`src/rtl/sram_arbiter.sv`:
```
// sram_arbiter: shares one SRAM controller between the MEM stage (port 0) and a secondary master (port 1).
// Optional feature macro: SRAM_ARB_ROUND_ROBIN_EN (round-robin ties; fixed priority to port 0 when undefined).
module sram_arbiter #(
  parameter int TIMEOUT = 64,
  parameter int CNT_W   = 7
) (
  input  logic        clk,
  input  logic        rst,
  input  logic        req0,
  input  logic        req1,
  input  logic        we0,
  input  logic        we1,
  input  logic [31:0] addr0,
  input  logic [31:0] addr1,
  input  logic [31:0] wdata0,
  input  logic [31:0] wdata1,
  output logic        ack0,
  output logic        ack1,
  output logic [31:0] rdata0,
  output logic [31:0] rdata1,
  output logic        stall0,
  output logic        stall1,
  output logic        ctrl_wr_en,
  output logic        ctrl_rd_en,
  output logic [31:0] ctrl_address,
  output logic [31:0] ctrl_write_data,
  input  logic [31:0] ctrl_read_data,
  input  logic        ctrl_ready,
  output logic        err
);
  typedef enum logic [1:0] {IDLE, BUSY, DONE} state_t;
  localparam logic [CNT_W-1:0] LIMIT = CNT_W'(TIMEOUT - 1);
  state_t state;
  logic grant;
  logic win;
  logic [CNT_W-1:0] wdog;
`ifdef SRAM_ARB_ROUND_ROBIN_EN
  logic last;
  // a tie goes to the port that was not granted last
  always_comb win = (req0 & req1) ? ~last : req1;
  // remember the last served port; reset value lets port 0 win the first tie
  always_ff @(posedge clk or negedge rst)
    if (!rst) last <= 1'b1;
    else if (state == DONE) last <= grant;
`else
  // fixed priority: port 1 only wins when port 0 is not asking
  always_comb win = req1 & ~req0;
`endif
  assign stall0 = req0 & ~ack0;
  assign stall1 = req1 & ~ack1;
  // sequencer: issue one command, wait for ready or watchdog, then a DONE cycle with commands low
  always_ff @(posedge clk or negedge rst) begin
    if (!rst) begin
      state           <= IDLE;
      grant           <= 1'b0;
      wdog            <= '0;
      ack0            <= 1'b0;
      ack1            <= 1'b0;
      rdata0          <= '0;
      rdata1          <= '0;
      ctrl_wr_en      <= 1'b0;
      ctrl_rd_en      <= 1'b0;
      ctrl_address    <= '0;
      ctrl_write_data <= '0;
      err             <= 1'b0;
    end else begin
      case (state)
        IDLE: if (req0 | req1) begin
          grant           <= win;
          ctrl_wr_en      <= win ? we1 : we0;
          ctrl_rd_en      <= ~(win ? we1 : we0);
          ctrl_address    <= win ? addr1 : addr0;
          ctrl_write_data <= win ? wdata1 : wdata0;
          wdog            <= '0;
          state           <= BUSY;
        end
        BUSY: if (ctrl_ready || wdog == LIMIT) begin
          ctrl_wr_en <= 1'b0;
          ctrl_rd_en <= 1'b0;
          if (ctrl_rd_en && grant) rdata1 <= ctrl_ready ? ctrl_read_data : '0;
          if (ctrl_rd_en && !grant) rdata0 <= ctrl_ready ? ctrl_read_data : '0;
          if (!ctrl_ready) err <= 1'b1;
          ack0  <= ~grant;
          ack1  <= grant;
          state <= DONE;
        end else begin
          wdog <= wdog + 1'b1;
        end
        DONE: begin
          ack0  <= 1'b0;
          ack1  <= 1'b0;
          state <= IDLE;
        end
        default: state <= IDLE;
      endcase
    end
  end
endmodule

```
`config.mk`:
```
export PLATFORM = sky130hd
export DESIGN_NAME = sram_arbiter
export DESIGN_NICKNAME = d
export VERILOG_FILES = /design/src/rtl/sram_arbiter.sv
export SDC_FILE = /design/constraint.sdc
export NUM_CORES = 1
export LEC_CHECK = 0
export ABC_AREA = 1
export CAP_MARGIN = 10
export CELL_PAD_IN_SITES_DETAIL_PLACEMENT = 2
export CELL_PAD_IN_SITES_GLOBAL_PLACEMENT = 2
export CORE_MARGIN = 2
export CORE_UTILIZATION = 24
export DETAILED_ROUTE_END_ITERATION = 10
export HOLD_SLACK_MARGIN = 0.06
export PLACE_DENSITY = 0.94
export REMOVE_ABC_BUFFERS = 1
export SYNTH_ARGS = -nofsm -noshare
export SYNTH_HDL_FRONTEND = slang
export SYNTH_SLANG_ARGS = --single-unit
```
`constraint.sdc`:
```
create_clock -name clk -period 3.6 [get_ports clk]
set_input_delay 1.08 -clock clk [delete_from_list [all_inputs] [get_ports clk]]
set_output_delay 1.08 -clock clk [all_outputs]
set_load 0.02 [all_outputs]
```
# [Word-level counts from Yosys, hierarchy flattened]
# Cells that the tools add are included.
[totals] regBits=143 word_cells=63
[op_classes] add_sub_neg=1 n_eq_ne=6 muxes=19 n_bitwise=10 n_reduce_logical=15
[ops] cell="32-bit 2-to-1 mux" n=3
[ops] cell="3-bit AND reduction" n=5
[ops] cell="7-bit 2-to-1 mux" n=2
[ops] cell="7-bit case mux with 2 select lines" n=1
[ops] cell="1-bit case mux with 2 select lines" n=4
[ops] cell="7-bit by 1-bit adder with 7-bit output (second input constant)" n=1
[ops] cell="7-bit by 6-bit equality test with 1-bit output (second input constant)" n=1
[ops] cell="1-bit 2-to-1 mux" n=6
[ops] cell="2-bit != test (second input constant)" n=3
[ops] cell="1-bit inverter" n=6
[ops] cell="2-bit AND reduction" n=3
[ops] cell="2-bit 2-to-1 mux" n=2
[ops] cell="2-bit case mux with 2 select lines" n=1
[ops] cell="2-bit nonzero test" n=2
[ops] cell="1-bit AND" n=3
[ops] cell="2-bit by 1-bit equality test with 1-bit output (second input constant)" n=1
[ops] cell="2-bit equality test (second input constant)" n=1
[ops] cell="1-bit logical AND" n=2
[ops] cell="2-bit zero test" n=1
[ops] cell="1-bit zero test" n=1
[ops] cell="1-bit logical OR" n=1
[ops] cell="1-bit bitwise OR" n=1

# [Logic depth before layout (Yosys ltp)]
# Gate-level depths: netlist (run 1).
[depth] depth_word=6 ltp_mapped=9 mapped_depth_nobuf=9

# [Least setup slack after synthesis (run 1)]
# No wires, ideal clock.
[synth_path] path_type="input -> output" startpoint="in req0" endpoint="out stall0" arrival_time_ns=1.387 path_slack_ns=1.133 cell_stages=2 cell_sequence="inv_2 nor2_1"
[synth_via] elab_chain_cells=1
[synth_lines] item="start: declaration" line_no="9" source="input logic req0,"
[synth_lines] item="1-bit AND" line_no="49" source="assign stall0 = req0 & ~ack0;"
[synth_lines] item="end: declaration" line_no="21" source="output logic stall0,"
# No other way between the ends.

# [Final worst setup path (run 1)]
# Same ends and word-level chain as after synthesis.

==> results of run 1 <==
## area by class of cell
| class | instances | area (um^2) | area share (%) |
|---|---|---|---|
| clock inverter | 13 | 175 | 1.67 |
| multi-input combinational | 559 | 2510 | 23.9 |
| clock buffer | 19 | 443 | 4.22 |
| tap | 341 | 427 | 4.06 |
| timing repair buffer | 316 | 3170 | 30.2 |
| inverter | 49 | 184 | 1.75 |
| antenna | 3 | 7.51 | 0.0715 |
| sequential | 143 | 3580 | 34.1 |
## worst paths after layout
kind                                            start                         endpoint  slack, ns  depth (start not counted)
worst max-delay path                             req0                           stall0       0.17                          4
worst min-delay path            rdata1[5]$_DFFE_PN0P_            rdata1[5]$_DFFE_PN0P_       0.47                          2
worst max register to register   state[1]$_DFFE_PN0P_           rdata1[16]$_DFFE_PN0P_       1.45                          7
worst min register to register  rdata1[5]$_DFFE_PN0P_            rdata1[5]$_DFFE_PN0P_       0.47                          2
max in group asynchronous                         rst  ctrl_write_data[24]$_DFFE_PN0P_       2.18                          2
min in group asynchronous                         rst            rdata1[3]$_DFFE_PN0P_       0.62                          1
## registers in the layout (all words and copies together) (netlist names)
name	cells
wdog	7
ctrl_address	32
ack1	1
err	1
ctrl_rd_en	1
ctrl_write_data	32
rdata0	32
ctrl_wr_en	1
state	2
grant	1
ack0	1
rdata1	32
## per-stage QoR
| stage | instances | instance area [um^2] |
|---|---|---|
| after floorplan | 751 | 6260 |
| after global placement | 1408 | 9880 |
| after detailed placement | 1408 | 9880 |
| after CTS | 1440 | 10500 |
| after global routing | 1443 | 10500 |
| final | 1443 | 10500 |
## cells by family after synthesis
kind of cell / after synthesis / synth area share (%)
DFF: 143 / 54.4
adders and majority gates: 1 / 0.190
AOI/OAI and AO/OA: 132 / 10.1
xor gates and xnor gates: 3 / 0.400
and+or+nand+nor: 423 / 27.3
buffers and inverters: 107 / 7.57
## Yosys cell counts (all sizes together)
library cell  instances  area, um^2
inv                  49         184
buf                  37         235
xnor2                 1        8.76
clkbuf               21        78.8
nor3                  2        10.0
dfrtp               143        3580
xor2                  2        17.5
o21ai               130         651
ha                    1        12.5
nand3                13        80.1
nand4                64         400
o21bai                1        7.51
nor2                 77         289
a21oi                 1        8.76
nand2               267        1010
## layout by cell type, fill, tap and decap left out, types with 2 or more instances in the layout
| cell | n |
|---|---|
| sky130_fd_sc_hd__clkbuf_16 | 17 |
| sky130_fd_sc_hd__nand4_1 | 64 |
| sky130_fd_sc_hd__nand3_2 | 3 |
| sky130_fd_sc_hd__inv_1 | 42 |
| sky130_fd_sc_hd__xor2_1 | 2 |
| sky130_fd_sc_hd__bufinv_16 | 3 |
| sky130_fd_sc_hd__nand3_1 | 10 |
| sky130_fd_sc_hd__o21ai_0 | 77 |
| sky130_fd_sc_hd__inv_6 | 5 |
| sky130_fd_sc_hd__dfrtp_1 | 143 |
| sky130_fd_sc_hd__buf_12 | 4 |
| sky130_fd_sc_hd__clkinv_4 | 2 |
| sky130_fd_sc_hd__nand2_2 | 3 |
| sky130_fd_sc_hd__nand2_1 | 263 |
| sky130_fd_sc_hd__buf_4 | 12 |
| sky130_fd_sc_hd__diode_2 | 3 |
| sky130_fd_sc_hd__o21ai_1 | 53 |
| sky130_fd_sc_hd__clkdlybuf4s50_1 | 299 |
| sky130_fd_sc_hd__nor2_1 | 76 |
| sky130_fd_sc_hd__nor3_1 | 2 |
| sky130_fd_sc_hd__inv_2 | 7 |
## worst register-to-register path: cells and delay by family, from the launching register on
kind | cells | cell delay (ns)
simple gates | 4 | 0.61
buf+inv | 3 | 1.06
flops | 1 | 0.38
## power by group through the flow
stage | registers [mW] | logic, mW | clock network [mW]
floorplan | 3.48 | 1.06 | 0
global placement | 2.69 | 4.02 | 0
detailed placement | 2.75 | 4.17 | 0
CTS | 2.73 | 4.19 | 1.99
global route | 2.80 | 4.47 | 2.05
finish | 2.71 | 4.11 | 1.93
## layer usage
| layer | wire length [um] | part of all wire (%) | global-route usage [%] |
|---|---|---|---|
| met5 | 0 | 0 | 0 |
| met4 | 307 | 1.1 | 4.76 |
| met3 | 2420 | 8.6 | 7.30 |
| met2 | 14300 | 51 | 35.6 |
| met1 | 11100 | 40 | 22.4 |
==> qor.tcl, run 1 <==
set qor(run_status) {completed}
set qor(post_synth.cell_area_avg_um2) 8.13
set qor(post-dp-hpwl_um) 20500
set qor(post_cts.repair.setup_buffers) 0
set qor(maxCapViolations) 0
set qor(final_nets) 1254
set qor(area_of_the_die_mm2) 0.0287
set qor(cts_repair_resize_count) 0
set qor(cts_hold_buf) 0
set qor(worst_ep_required_time_ns) 2.52
set qor(synth_cell_type_count) 24
set qor(timing.critical_path.buf_inv) 3
set qor(total_power_mw) 8.75
set qor(max_freq_mhz) 292
set qor(synth_warnings) 0
set qor(post_route_cells_drive_above_1_share_pct) 5.82
set qor(via_count) 6878
set qor(clock-root-buffer) {sky130_fd_sc_hd__clkbuf_16}
set qor(worst_path_largest_cell_delay_ns) 0.62
set qor(wl_per_cell_um) 19.5
set qor(drt-vias-per-instance) 4.77
set qor(core-area_mm2) 0.0270
set qor(cpMaxStageDelayCell) {sky130_fd_sc_hd__clkdlybuf4s50_1}
set qor(power_report.internal_total_mw) 5.13
set qor(grt_usage_pct) 19.9
set qor(path_max_fanout) 3
set qor(finalCoreUtilization_pct) 39.0
set qor(synth_seq_cells) 143
set qor(htree_levels) 4
set qor(cts_num_sinks) 143
set qor(io_buffer_count) 301
set qor(rows) 60
set qor(crit_arrival_ns) 2.35
set qor(final.fill_count) 2965
set qor(placement.setup.worst_slack_ns) 0.168
set qor(grt_pass1_wl_um) 44500
set qor(combPwrFrac_pct) 47.0
set qor(io_pins) 302
set qor(numCtsBuffers) 17
set qor(fin_setup_tns_ns) 0
set qor(hold_ws_ns) 0.473
set qor(timing.final.crit_share_pct) 95.1
set qor(timing_max_transition_violations_final) 0
set qor(first_global_vias) 7959
set qor(drtIter0Drc) 317
set qor(critPathCaptureType) {primary output}
set qor(finalSetupViolCount) 0
set qor(fp.dieH_um) 170
set qor(cellPowerDensity_mw_per_mm2) 833
set qor(power_frac_seq_pct) 31.0
set qor(p_leak_nw) 4.91
set qor(timing.critical_path.cells) {clkdlybuf4s50_1, inv_2, nor2_1, clkdlybuf4s50_1}
set qor(start_util_pct) 24.4
set qor(min_period_ns) 3.43
set qor(path_type_of_the_worst_min_delay_path) {register to register}
set qor(areaGrowthSynthToFinish_pct) 59.7
set qor(fp.dieW_um) 170
set qor(tightestPinTransition_ns) 0.855
set qor(switchingPower_mw) 3.62
set qor(pnr_worst_setup_slack_ns) 0.175
set qor(crit_family) {buffers and inverters}
set qor(crit_type) {input port to primary output}
set qor(syn_area_mm2) 0.00658
set qor(clock_power_share_pct) 22.0
set qor(ir_drop_mv) 0.269
set qor(netlist_instances) 809
set qor(gp_routability_congestion) 0.761
set qor(crit_path_start_kind) {input port}
set qor(globalRouteOverflowTotal) 0
set qor(clk_transition_reported_paths_ns) 0.06
set qor(synth-seq-area-share_pct) 54.4
set qor(route.detailed.drc) 0
set qor(grt_start_max_net_pins) 69
set qor(cts_tree) {yes}
set qor(critical_path.most_common_cell) {sky130_fd_sc_hd__clkdlybuf4s50_1}
set qor(source_to_sink_clock_delay_at_the_later_pin_of_the_worst_skew_pair_ns) 0.42
set qor(ant_nets) 0
set qor(final_hold_violation_count) 0
set qor(swShare_pct) 41.4
set qor(wirelength_um) 28200
set qor(number_of_antenna_violations_at_the_first_check_in_global_routing) 3
set qor(clockBufferDepth) 2
set qor(rsz_0062_raised_after_global_routing) {no}
set qor(drt_pre_antenna_iters) 4
set qor(timing.slew.headroom_pct) 42.9
set qor(clock-skew-final_ns) 0.0119
(Power assumes the default switching activity.)
==> inputs of run 2 (changes only) <==
--- a/config.mk
+++ b/config.mk
@@ -11,10 +11,12 @@
 export CELL_PAD_IN_SITES_GLOBAL_PLACEMENT = 2
 export CORE_MARGIN = 2
 export CORE_UTILIZATION = 24
+export CTS_CLUSTER_SIZE = 25
 export DETAILED_ROUTE_END_ITERATION = 10
 export HOLD_SLACK_MARGIN = 0.06
 export PLACE_DENSITY = 0.94
 export REMOVE_ABC_BUFFERS = 1
+export SLEW_MARGIN = 20
 export SYNTH_ARGS = -nofsm -noshare
 export SYNTH_HDL_FRONTEND = slang
 export SYNTH_SLANG_ARGS = --single-unit
==> results of run 2 <==
The final DEF is identical to that of run 1; final timing and power are the same.
==> inputs of run 3 (changes only) <==
--- a/config.mk
+++ b/config.mk
@@ -9,12 +9,12 @@
 export CAP_MARGIN = 10
 export CELL_PAD_IN_SITES_DETAIL_PLACEMENT = 2
 export CELL_PAD_IN_SITES_GLOBAL_PLACEMENT = 2
-export CORE_MARGIN = 2
-export CORE_UTILIZATION = 24
+export CORE_UTILIZATION = 25
 export CTS_CLUSTER_SIZE = 25
 export DETAILED_ROUTE_END_ITERATION = 10
+export DONT_BUFFER_PORTS = 1
 export HOLD_SLACK_MARGIN = 0.06
-export PLACE_DENSITY = 0.94
+export PLACE_DENSITY = 0.7
 export REMOVE_ABC_BUFFERS = 1
 export SLEW_MARGIN = 20
 export SYNTH_ARGS = -nofsm -noshare
==> constraint.sdc (replaced) <==
create_clock -name clk -period 3.6 [get_ports clk]
set_input_delay 0.54 -clock clk [delete_from_list [all_inputs] [get_ports clk]]
set_output_delay 0.54 -clock clk [all_outputs]
set_load 0.02 [all_outputs]
==> run 3 against run 2 <==
Against the previous run: the flow now finishes with violations (hold timing); sequential power grew 38%; via count shrank 19%; worst setup slack gained 1.2 ns; clock power shrank 3%; design area shrank 30%; fmax grew 56%; sequential share of layout area grew 15 points; largest power group is now registers; die area shrank 6.2%; final cell count shrank 22%; non-clock buffer count shrank 309; combinational power shrank 64%.
==> qor.tcl, run 3 (same netlist as run 1, synthesis figures left out) <==
set qor(violations) {hold timing}
set qor(ir_drop_mv) 0.373 ;# +39%
set qor(crit_arrival_ns) 2.49 ;# +0.14 ns
set qor(clockBufferDepth) 2 ;# unchanged
set qor(path_type_of_the_worst_min_delay_path) {input port to asynchronous set/reset pin}
set qor(cellPowerDensity_mw_per_mm2) 963 ;# +16%
set qor(max_freq_mhz) 456 ;# +56%
set qor(via_count) 5585 ;# -19%
set qor(worst_ep_required_time_ns) 3.89 ;# +1.37 ns
set qor(areaGrowthSynthToFinish_pct) 11.7
set qor(wirelength_um) 23200 ;# -18%
set qor(maxCapViolations) 0 ;# unchanged
set qor(use_met2_pct) 29.7 ;# -5.8 points
set qor(path_max_fanout) 33 ;# +30
set qor(timing_max_transition_violations_final) 0 ;# unchanged
set qor(clk_transition_reported_paths_ns) 0.07 ;# about the same
set qor(insertedDiodeCount) 0 ;# -3
set qor(route.detailed.drc) 0 ;# unchanged
set qor(worstReg2RegEnd) {rdata1[4]$_DFFE_PN0P_}
set qor(first_global_vias) 6029 ;# -24%
set qor(grt.met3_usage_pct) 7.37 ;# +0.074 points
set qor(placedCellCount) 1088 ;# -23%
set qor(finalSetupViolCount) 0 ;# unchanged
set qor(core-area_mm2) 0.0255 ;# -5.5%
set qor(fin_cells) 1120 ;# -22%
set qor(cts_tree) {yes}
set qor(drtIter0Drc) 246 ;# -22%
set qor(fp.dieH_um) 164 ;# -3.2%
set qor(fp.dieW_um) 164 ;# -3.2%
set qor(finalCoreUtilization_pct) 28.8 ;# -10 points
set qor(rr_worst_depth) 6 ;# -1
set qor(post-dp-hpwl_um) 15900 ;# -23%
set qor(globalRouteOverflowTotal) 0 ;# unchanged
set qor(cts_num_sinks) 143 ;# unchanged
set qor(most_frequent_cells_in_the_layout) {sky130_fd_sc_hd__nand2_1, sky130_fd_sc_hd__dfrtp_1, sky130_fd_sc_hd__o21ai_0}
set qor(r2r_start) {ctrl_rd_en$_DFFE_PN0P_}
set qor(area_of_the_die_mm2) 0.0270 ;# -6.2%
set qor(start_util_pct) 25.8 ;# +1.4 points
set qor(p_leak_nw) 3.70 ;# -25%
set qor(clock-skew-final_ns) 0.0129 ;# +0.000984 ns
set qor(drt-vias-per-instance) 4.99 ;# +4.6%
set qor(number_of_antenna_violations_at_the_first_check_in_global_routing) 1 ;# -2
set qor(drt_pre_antenna_iters) 4 ;# unchanged
set qor(met1_demand_to_capacity_share_in_global_routing_pct) 19.8 ;# -2.7 points
set qor(layout.cells.most_common) {sky130_fd_sc_hd__nand2_1}
set qor(timing.final.crit_share_pct) 60.9 ;# -34 points
set qor(tightestPinTransition_ns) 1.05 ;# +0.191 ns
set qor(r2r_setup_slack_ns) 1.41 ;# -0.04 ns
set qor(hold_ws_ns) -0.186 ;# -0.658 ns
set qor(post_route_cells_drive_above_1_share_pct) 6.84 ;# +1.0 points
set qor(gp_routability_congestion) 0.770 ;# +1.2%
set qor(pnr_worst_setup_slack_ns) 1.41 ;# +1.23 ns
set qor(final_hold_violation_count) 143 ;# +143
set qor(clock-root-buffer) {sky130_fd_sc_hd__clkbuf_16}
set qor(final_nets) 945 ;# -25%
set qor(wl_per_cell_um) 20.7 ;# +5.9%
set qor(source_to_sink_clock_delay_at_the_later_pin_of_the_worst_skew_pair_ns) 0.42 ;# about the same
set qor(fin_setup_tns_ns) 0 ;# unchanged
set qor(grt_usage_pct) 17.2 ;# -2.6 points
set qor(rsz_0062_raised_after_global_routing) {no}
set qor(htree_levels) 4 ;# unchanged
set qor(gr-max-usage-layer) {met2}
set qor(min_period_ns) 2.19 ;# -1.23 ns
set qor(grt_start_max_net_pins) 144 ;# +110%
set qor(grt_pass1_wl_um) 35400 ;# -20%
set qor(ant_nets) 0 ;# unchanged
set qor(io_pins) 302 ;# unchanged
set qor(rows) 58 ;# -3.3%
set qor(io_buffer_count) 0 ;# -100%
set qor(placement.setup.worst_slack_ns) 1.36 ;# +1.20 ns
set qor(numCtsBuffers) 17 ;# unchanged
set qor(timing.slew.headroom_pct) 30.3 ;# -13 points
set qor(critPathCaptureType) {register}
set qor(crit_type) {register to register}
set qor(run_status) {complete, but fails checks}
set qor(crit_path_start_kind) {register}
[run 3: worst max-delay path by stage]
stage / start / endpoint / slack (ns) / cells past startpoint
2_1_floorplan: req0 / wdog[1]$_DFFE_PN0P_ / 0.64 / 7
3_3_place_gp: ctrl_rd_en$_DFFE_PN0P_ / rdata0[7]$_DFFE_PN0P_ / 1.48 / 6
3_5_place_dp: ctrl_rd_en$_DFFE_PN0P_ / rdata1[24]$_DFFE_PN0P_ / 1.36 / 6
4_1_cts: ctrl_rd_en$_DFFE_PN0P_ / rdata1[4]$_DFFE_PN0P_ / 1.34 / 6
5_1_grt: wdog[1]$_DFFE_PN0P_ / rdata1[4]$_DFFE_PN0P_ / 1.24 / 8
6_report: ctrl_rd_en$_DFFE_PN0P_ / rdata1[4]$_DFFE_PN0P_ / 1.41 / 6
[run 3: worst max-delay path, cell delays in order, from the launching register on]
cell and delay [ns]:
sky130_fd_sc_hd__dfrtp_1 0.52, sky130_fd_sc_hd__nand2_1 0.09, sky130_fd_sc_hd__inv_1 0.06, sky130_fd_sc_hd__buf_4 0.35
sky130_fd_sc_hd__nand3_2 0.67, sky130_fd_sc_hd__nand2_1 0.27, sky130_fd_sc_hd__nand2_1 0.08
[run 3: repair_timing]
action | 4_1_cts | 5_1_grt
hold endpoints to repair | 143 | 143
endpoints found under the setup margin | 0 | 0
buffers inserted | 0 | 0
gates resized for setup | 0 | 0
[run 3: area by class of cell]
type	instances	area, um^2
Inverter	49	184
Fill cell	2928	18100
Clock inverter	14	178
Tap cell	330	413
Clock buffer	18	429
Timing Repair Buffer	7	52.6
Multi-Input combinational cell	559	2510
Sequential cell	143	3580
[run 3: metrics by stage]
step / instance area [um^2] / power (mW)
2_1_floorplan: 6260 / 4.55
3_3_place_gp: 6740 / 5.22
3_5_place_dp: 6740 / 5.30
4_1_cts: 7350 / 7.21
5_1_grt: 7350 / 7.56
6_report: 7350 / 7.07
[run 3: routing by layer]
layer  part of all wire [%]  up-vias
met4                   0.70        0
met2                     49      231
met5                      0        -
li1                       -     2569
met3                     11        9
met1                     39     2776
[run 3: power breakdown]
| group | leakage (nW) | switching, mW | total (mW) | internal [mW] |
|---|---|---|---|---|
| clock network | 0.296 | 0.764 | 1.87 | 1.11 |
| registers | 1.83 | 1.45 | 3.74 | 2.29 |
| logic | 1.57 | 1.03 | 1.47 | 0.439 |
